### src/rtl/ddr3_ca_dly_ctrl.sv
// Fabric-side controller for one DDR3 address/command lane output delay line.
// Turns step / absolute / reload commands into spaced MOVE or LOAD pulses and tracks the tap.
module ddr3_ca_dly_ctrl #(
    parameter int MAX_TAPS = 127,
    parameter int LOAD_TAP = 1,
    parameter int STEP_GAP = 4,
    parameter int TAP_W    = 8
) (
    input  logic             FAB_CLK,
    input  logic             SYNC_RST,
    input  logic             CMD_VALID,
    output logic             CMD_READY,
    input  logic [1:0]       CMD_OP,
    input  logic             CMD_DIR,
    input  logic [TAP_W-1:0] CMD_TAPS,
    output logic             DELAY_LINE_MOVE,
    output logic             DELAY_LINE_DIRECTION,
    output logic             DELAY_LINE_LOAD,
    input  logic             DELAY_LINE_OUT_OF_RANGE,
    output logic [TAP_W-1:0] TAP_POS,
    output logic             BUSY,
    output logic             DONE,
    output logic             ERR
);

    typedef enum logic [2:0] {
        S_IDLE, S_LOAD, S_SETUP, S_MOVE, S_GAP, S_FIN
    } state_t;

    localparam int               GW       = (STEP_GAP > 2) ? $clog2(STEP_GAP) : 1;
    localparam logic [GW-1:0]    GAP_INIT = GW'(STEP_GAP - 2);
    localparam logic [TAP_W:0]   MAX_X    = (TAP_W + 1)'(MAX_TAPS);
    localparam logic [TAP_W-1:0] LOAD_X   = TAP_W'(LOAD_TAP);
    localparam logic [TAP_W-1:0] ONE      = TAP_W'(1);

    state_t           r_state;
    state_t           w_next;
    logic [TAP_W-1:0] r_tap;
    logic [TAP_W-1:0] r_cnt;
    logic [GW-1:0]    r_gap;
    logic             r_dir;
    logic             r_err;

    logic [TAP_W:0]   w_sum;
    logic             w_res_dir;
    logic [TAP_W-1:0] w_res_cnt;
    logic             w_res_rej;
    logic             w_accept;

    assign w_sum    = {1'b0, r_tap} + {1'b0, CMD_TAPS};
    assign w_accept = CMD_VALID && (r_state == S_IDLE);
    assign TAP_POS  = r_tap;
    assign ERR      = r_err;

    // Resolve the presented command against the current tap position.
    always_comb begin
        w_res_dir = 1'b0;
        w_res_cnt = '0;
        w_res_rej = 1'b0;
        case (CMD_OP)
            2'b00: begin
                w_res_dir = CMD_DIR;
                w_res_cnt = CMD_TAPS;
                w_res_rej = CMD_DIR ? (w_sum > MAX_X) : (CMD_TAPS > r_tap);
            end
            2'b10: begin
                w_res_dir = (CMD_TAPS > r_tap);
                w_res_cnt = w_res_dir ? (CMD_TAPS - r_tap) : (r_tap - CMD_TAPS);
                w_res_rej = ({1'b0, CMD_TAPS} > MAX_X);
            end
            2'b01:   w_res_rej = 1'b0;
            default: w_res_rej = 1'b1;
        endcase
    end

    always_ff @(posedge FAB_CLK) begin
        if (SYNC_RST) r_state <= S_IDLE;
        else          r_state <= w_next;
    end

    // Rejected and zero-count commands pass through SETUP with a zero count so DONE lands on cycle 2.
    always_comb begin
        w_next               = r_state;
        CMD_READY            = 1'b0;
        BUSY                 = 1'b1;
        DONE                 = 1'b0;
        DELAY_LINE_MOVE      = 1'b0;
        DELAY_LINE_LOAD      = 1'b0;
        DELAY_LINE_DIRECTION = 1'b0;
        case (r_state)
            S_IDLE: begin
                CMD_READY = 1'b1;
                BUSY      = 1'b0;
                if (CMD_VALID) w_next = (CMD_OP == 2'b01) ? S_LOAD : S_SETUP;
            end
            S_LOAD: begin
                DELAY_LINE_LOAD = 1'b1;
                w_next          = S_FIN;
            end
            S_SETUP: begin
                DELAY_LINE_DIRECTION = r_dir;
                w_next               = (r_cnt == '0) ? S_FIN : S_MOVE;
            end
            S_MOVE: begin
                DELAY_LINE_MOVE      = 1'b1;
                DELAY_LINE_DIRECTION = r_dir;
                w_next               = S_GAP;
            end
            S_GAP: begin
                DELAY_LINE_DIRECTION = r_dir;
                if (DELAY_LINE_OUT_OF_RANGE) w_next = S_FIN;
                else if (r_gap == '0)        w_next = (r_cnt != '0) ? S_MOVE : S_FIN;
            end
            S_FIN: begin
                DONE   = 1'b1;
                w_next = S_IDLE;
            end
            default: w_next = S_IDLE;
        endcase
    end

    always_ff @(posedge FAB_CLK) begin
        if (SYNC_RST) begin
            r_tap <= LOAD_X;
            r_cnt <= '0;
            r_gap <= '0;
            r_dir <= 1'b0;
            r_err <= 1'b0;
        end else begin
            case (r_state)
                S_IDLE: begin
                    if (w_accept) begin
                        r_err <= w_res_rej;
                        r_cnt <= w_res_rej ? '0 : w_res_cnt;
                        r_dir <= !w_res_rej && (w_res_cnt != '0) && (CMD_OP != 2'b01) && w_res_dir;
                    end
                end
                S_LOAD: r_tap <= LOAD_X;
                S_MOVE: begin
                    r_tap <= r_dir ? (r_tap + ONE) : (r_tap - ONE);
                    r_cnt <= r_cnt - ONE;
                    r_gap <= GAP_INIT;
                end
                S_GAP: begin
                    // The line hit its limit: the last move did not take effect.
                    if (DELAY_LINE_OUT_OF_RANGE) begin
                        r_err <= 1'b1;
                        r_tap <= r_dir ? (r_tap - ONE) : (r_tap + ONE);
                    end else if (r_gap != '0) begin
                        r_gap <= r_gap - 1'b1;
                    end
                end
                S_FIN: r_dir <= 1'b0;
                default: ;
            endcase
        end
    end

endmodule

### config.mk
export PLATFORM = sky130hd
export DESIGN_NAME = ddr3_ca_dly_ctrl
export DESIGN_NICKNAME = d
export VERILOG_FILES = /design/src/rtl/ddr3_ca_dly_ctrl.sv
export SDC_FILE = /design/constraint.sdc
export NUM_CORES = 1
export LEC_CHECK = 0
export BUFFER_PORTS_ARGS = -buffer_cell sky130_fd_sc_hd__clkbuf_2
export CAP_MARGIN = 20
export CORE_UTILIZATION = 60
export CTS_BUF_LIST = sky130_fd_sc_hd__clkbuf_2 sky130_fd_sc_hd__clkbuf_4 sky130_fd_sc_hd__clkbuf_8
export DETAILED_ROUTE_END_ITERATION = 6
export GPL_ROUTABILITY_DRIVEN = 0
export GPL_TIMING_DRIVEN = 0
export PLACE_DENSITY = 0.81
export SYNTH_ARGS = -nofsm -noshare
export SYNTH_HDL_FRONTEND = slang
export SYNTH_SLANG_ARGS = --single-unit
### constraint.sdc
create_clock -name FAB_CLK -period 3.3 [get_ports FAB_CLK]
set_clock_uncertainty 0.2 [all_clocks]
set_input_delay 0.165 -clock FAB_CLK [delete_from_list [all_inputs] [get_ports FAB_CLK]]
set_output_delay 0.165 -clock FAB_CLK [all_outputs]
set_load 0.02 [all_outputs]
# Word-level counts from Yosys, hierarchy flattened
# Cells that the tools add are included.
# word_totals
n_memories	0
word_cells	87
romBits	0
latch_bits	0
input_bits	15
reg_bits	23
ramBits	0
# op_classes
div	0
mul	0
n_reduce_logical	24
bitwise	0
n_eq_ne	14
shifts	0
magnitude_cmp	3
muxes	33
add_sub_neg	7
# op_table
op	n
$mux W8	6
$pmux W8 S2	2
$pmux W8 S3	1
$reduce_bool A8 Y1	2
$sub A8 B1 Y8 const B	2
$sub A8 B8 Y8	2
$mux W3	5
$pmux W3 S5	1
$mux W1	10
$ne A2 B2 Y1 const B	5
$reduce_bool A2 Y1	5
$add A8 B8 Y9	1
$gt A9 B7 Y1 const B	1
$add A8 B1 Y8 const B	1
$gt A8 B7 Y1 const B	1
$gt A8 B8 Y1	1
$logic_not A8 Y1	1
$reduce_and A2 Y1	4
$eq A3 B2 Y1 const B	2
$eq A3 B3 Y1 const B	2
$mux W2	3
$pmux W1 S2	3
$reduce_and A3 Y1	2
$logic_and A1 B1 Y1	4
13 further kinds	14

# Logic depth before layout (Yosys ltp)
# logic_depth
ltp_word	10
depth_mapped	11
depth_no_buf	11

# Worst setup path before layout
# No wires, ideal clock.
# synth_path
path_type	reg-to-reg
startpoint	register r_tap[1] (netlist: TAP_POS[1])
endpoint	register r_dir
period_less_slack_ns	2.905
path_stages_with_launch	10
arrival_ns	2.565
setup_slack_ns	0.395
path_cell_list	dfxtp_1 -> inv_1 -> fa_1 -> nand3_1 -> a21o_1 -> a21oi_4 -> or4_1 -> and4bb_1 -> nor4_2 -> a311oi_1
# synth_via
elab_chain_cells	10
# synth_lines
item	line	source
start, declared	38	logic [TAP_W-1:0] r_tap;
start signal, assigned	140	r_tap <= r_dir ? (r_tap + ONE) : (r_tap - ONE);
start signal, assigned	148	r_tap <= r_dir ? (r_tap - ONE) : (r_tap + ONE);
$add A8 B8 Y9	50	assign w_sum = {1'b0, r_tap} + {1'b0, CMD_TAPS};
$gt A9 B7 Y1	64	w_res_rej = CMD_DIR ? (w_sum > MAX_X) : (CMD_TAPS > r_tap);
$mux W1	64	
$pmux W1 S3	60	case (CMD_OP)
$logic_not A1 Y1	135	r_dir <= !w_res_rej && (w_res_cnt != '0) && (CMD_OP != 2'b01) && w_res_dir;
$logic_and A1 B1 Y1 (2 in a row)	135	
$logic_and A1 B1 Y1 (*)	135	
$mux W1 (*)	132	if (w_accept) begin
$pmux W1 S2 (*)	130	case (r_state)
end signal, assigned	135	
end, declared	41	logic r_dir;
# Every way passes the cells marked *; elsewhere a longest branch is shown, timed or not. The select of a mux whose other input is x is not followed.
# A chain may end at the register's enable or synchronous reset.

# Worst setup path after layout
# layout_path
startpoint	register r_tap[7] (netlist: TAP_POS[7])
endpoint	register r_dir
# The elaborated chain is that of the path after synthesis.

==> flow_summary.yaml <==
outcome:
  outcome: "complete, no violations"
timing:
  finalHoldViolCount: 0
  drv_slew: 0
  max_freq_mhz: 312.4
  finalCriticalPeriod_ns: 3.201
  rsz0062_at_grt: "false"
  finalSetupViolCount: 0
  finalWorstSetupSlack_ns: 0.09861
  whs_ns: 0.06999
  slew_headroom: 0.4026
  tns_ns: 0
  worst_slew_pin_slew_ns: 0.8942
  period_share: 0.9701
finish:
  layout.cells.most_common: "a21oi_1"
  area_growth_pct: 10.81
  drive_gt1_frac: 0.1620
  diodes: 0
  fin_nets: 442
  finish.instance_area_um2: 2977
  instances_no_fill: 445
  utilization: 0.7183
  final_cell_mix: "a21oi_1, nor2_1, inv_1, clkbuf_2, ha_1"
critical_path:
  critPathMaxFanout: 9
  end_kind: "register"
  arrival_ns: 3.13
  worstPathRequired_ns: 3.23
  path_class: "reg -> reg"
  startpoint_type: "register"
detailed_routing:
  wl_per_cell_um: 16.85
  drc: 0
  drt_iter0_markers: 310
  viasPerCell: 6.562
  vias: 2920
  drt_pass1_iterations: 7
  detail-route-antenna-nets: 0
  wirelength_um: 7499
global_route:
  grt_pass1_wl_um: 11650
  antenna_found_initial: 0
  grt_usage: 0.3306
  grt_pass1_vias: 2447
  grt_max_degree: 15
  grt_overflow: 0
die:
  rows: 23
  pin_count: 30
  fp.coreArea_um2: 4144
  die_w_um: 68.91
  fp.dieH_um: 68.91
  die-area_um2: 4749
  start_util: 0.6482
cts:
  clockBufferDepth: 2
  cts_tree: "yes"
  cts_root_buffer: "clkbuf_8"
  clk_pin_slew_ns: 0.08
  cts.sinks: 23
  h-tree-depth: 1
  clkLatencyLatePin_ns: 0.27
  numCtsBuffers: 3
power:
  netSwitchingFraction: 0.5030
  switchingPower_mw: 0.7517
  pwr-share-seq: 0.260
  finalPower_mw: 1.495
  intPower_mw: 0.7429
  p_per_area_nw_per_um2: 502.1
  leakagePower_nw: 1.220
  ir_drop_uv: 595.0
  pwr-share-clk: 0.120
  comb_power_share: 0.620
placement:
  dpl.hpwl_um: 5835
  dpl.cell_count: 439
  io_buffers: 28
  placed_area_um2: 2889
  pre_cts_slack_ns: 0.03223
logic_synthesis:
  synth_cell_types: 64
  yosysWarnings: 0
  synth-main-ff-cell: "dfxtp_1"
  synth_nets: 407
  syn_area_per_cell_um2: 7.441
  synthCells: 361
  async_reset_ff_frac: 0
  seq_area_frac_synth: 0.1714
  ys_ff_latch: 23
  syn-cell-area_um2: 2686
  synth_edf_count: 0
job:
  maxCapViolations: 0
min_path:
  hp-class: "in -> reg"
cells by family after synthesis:
logic type,Yosys count,synth area share
mux,6,0.02655
xor+xnor,5,0.01630
simple gates,121,0.2366
flops,23,0.1714
compound gates,125,0.3209
buf+inv,49,0.07173
fa+ha+maj,32,0.1565
cell type report:
class	count	area, µm²
sequential	23	465.4
inverter	32	120.1
clock buffer	3	41.29
buffer	17	72.57
clock inverter	1	7.507
timing repair buffer	30	157.7
multi-input combinational	289	2049
tap	50	62.56
fill	358	1167
cell usage after synthesis, drive strengths merged, types with 4 or more instances:
cell type	count	area share
clkbuf	12	0.017
nor2	35	0.050
nand2	26	0.036
nand3	7	0.013
a311oi	4	0.013
nor2b	4	0.0093
dfxtp	23	0.17
a2111oi	4	0.022
nor3	12	0.022
inv	32	0.045
a21oi	43	0.093
a22oi	4	0.011
o21ai	21	0.039
xnor2	4	0.013
nor4	6	0.016
o22ai	5	0.014
a21o	8	0.022
nand2b	6	0.014
a211oi	5	0.014
buf	5	0.010
ha	28	0.13
a31oi	6	0.014
o21a	5	0.014
critical path, cell delays in order (launching register included):
cell and delay [ns]:
dfxtp_1 0.47, inv_1 0.08, ha_2 0.44, nand4_4 0.17
a21o_1 0.24, a21oi_4 0.30, mux2_4 0.36, o31a_1 0.26
o31ai_1 0.36, a311oi_1 0.17
path summary, 6_finish.rpt:
kind	cells past startpoint	slack, ns	to	from
worst max register to register	9	0.1	r_dir	TAP_POS[7]
worst min-delay path	3	0.07	ERR	DELAY_LINE_OUT_OF_RANGE
worst max-delay path	9	0.1	r_dir	TAP_POS[7]
worst min register to register	2	0.30	r_gap[1]	r_gap[1]
per-layer routing:
layer	wire length (µm)	global-route usage	share of wire
met1	3220	0.4569	0.43
met2	3388	0.5133	0.45
met3	663	0.04112	0.088
met4	226	0.1378	0.030
met5	0	0	0
timing repair:
item                                   in CTS  in global routing
hold buffers                                1                  0
pin swaps                                   0                  1
setup endpoints to repair                   1                  2
endpoints found under the hold margin       1                  0
buffers inserted                            0                  1
gates resized for setup                     1                  6
power groups by stage:
stage,clock [mW],sequential (mW),combinational (mW)
2_1_floorplan,0,0.392,0.661
4_1_cts,0.187,0.388,0.903
5_1_grt,0.197,0.396,1.03
6_report,0.179,0.389,0.926
3_5_place_dp,0,0.392,0.895
3_3_place_gp,0,0.390,0.873
sequential cells by signal, summed over array words and instances, names as in the netlist:
register  count
r_cnt         8
TAP_POS       8
r_gap         2
r_state       3
r_dir         1
ERR           1
Note: power is estimated with default switching activity, not from simulation.
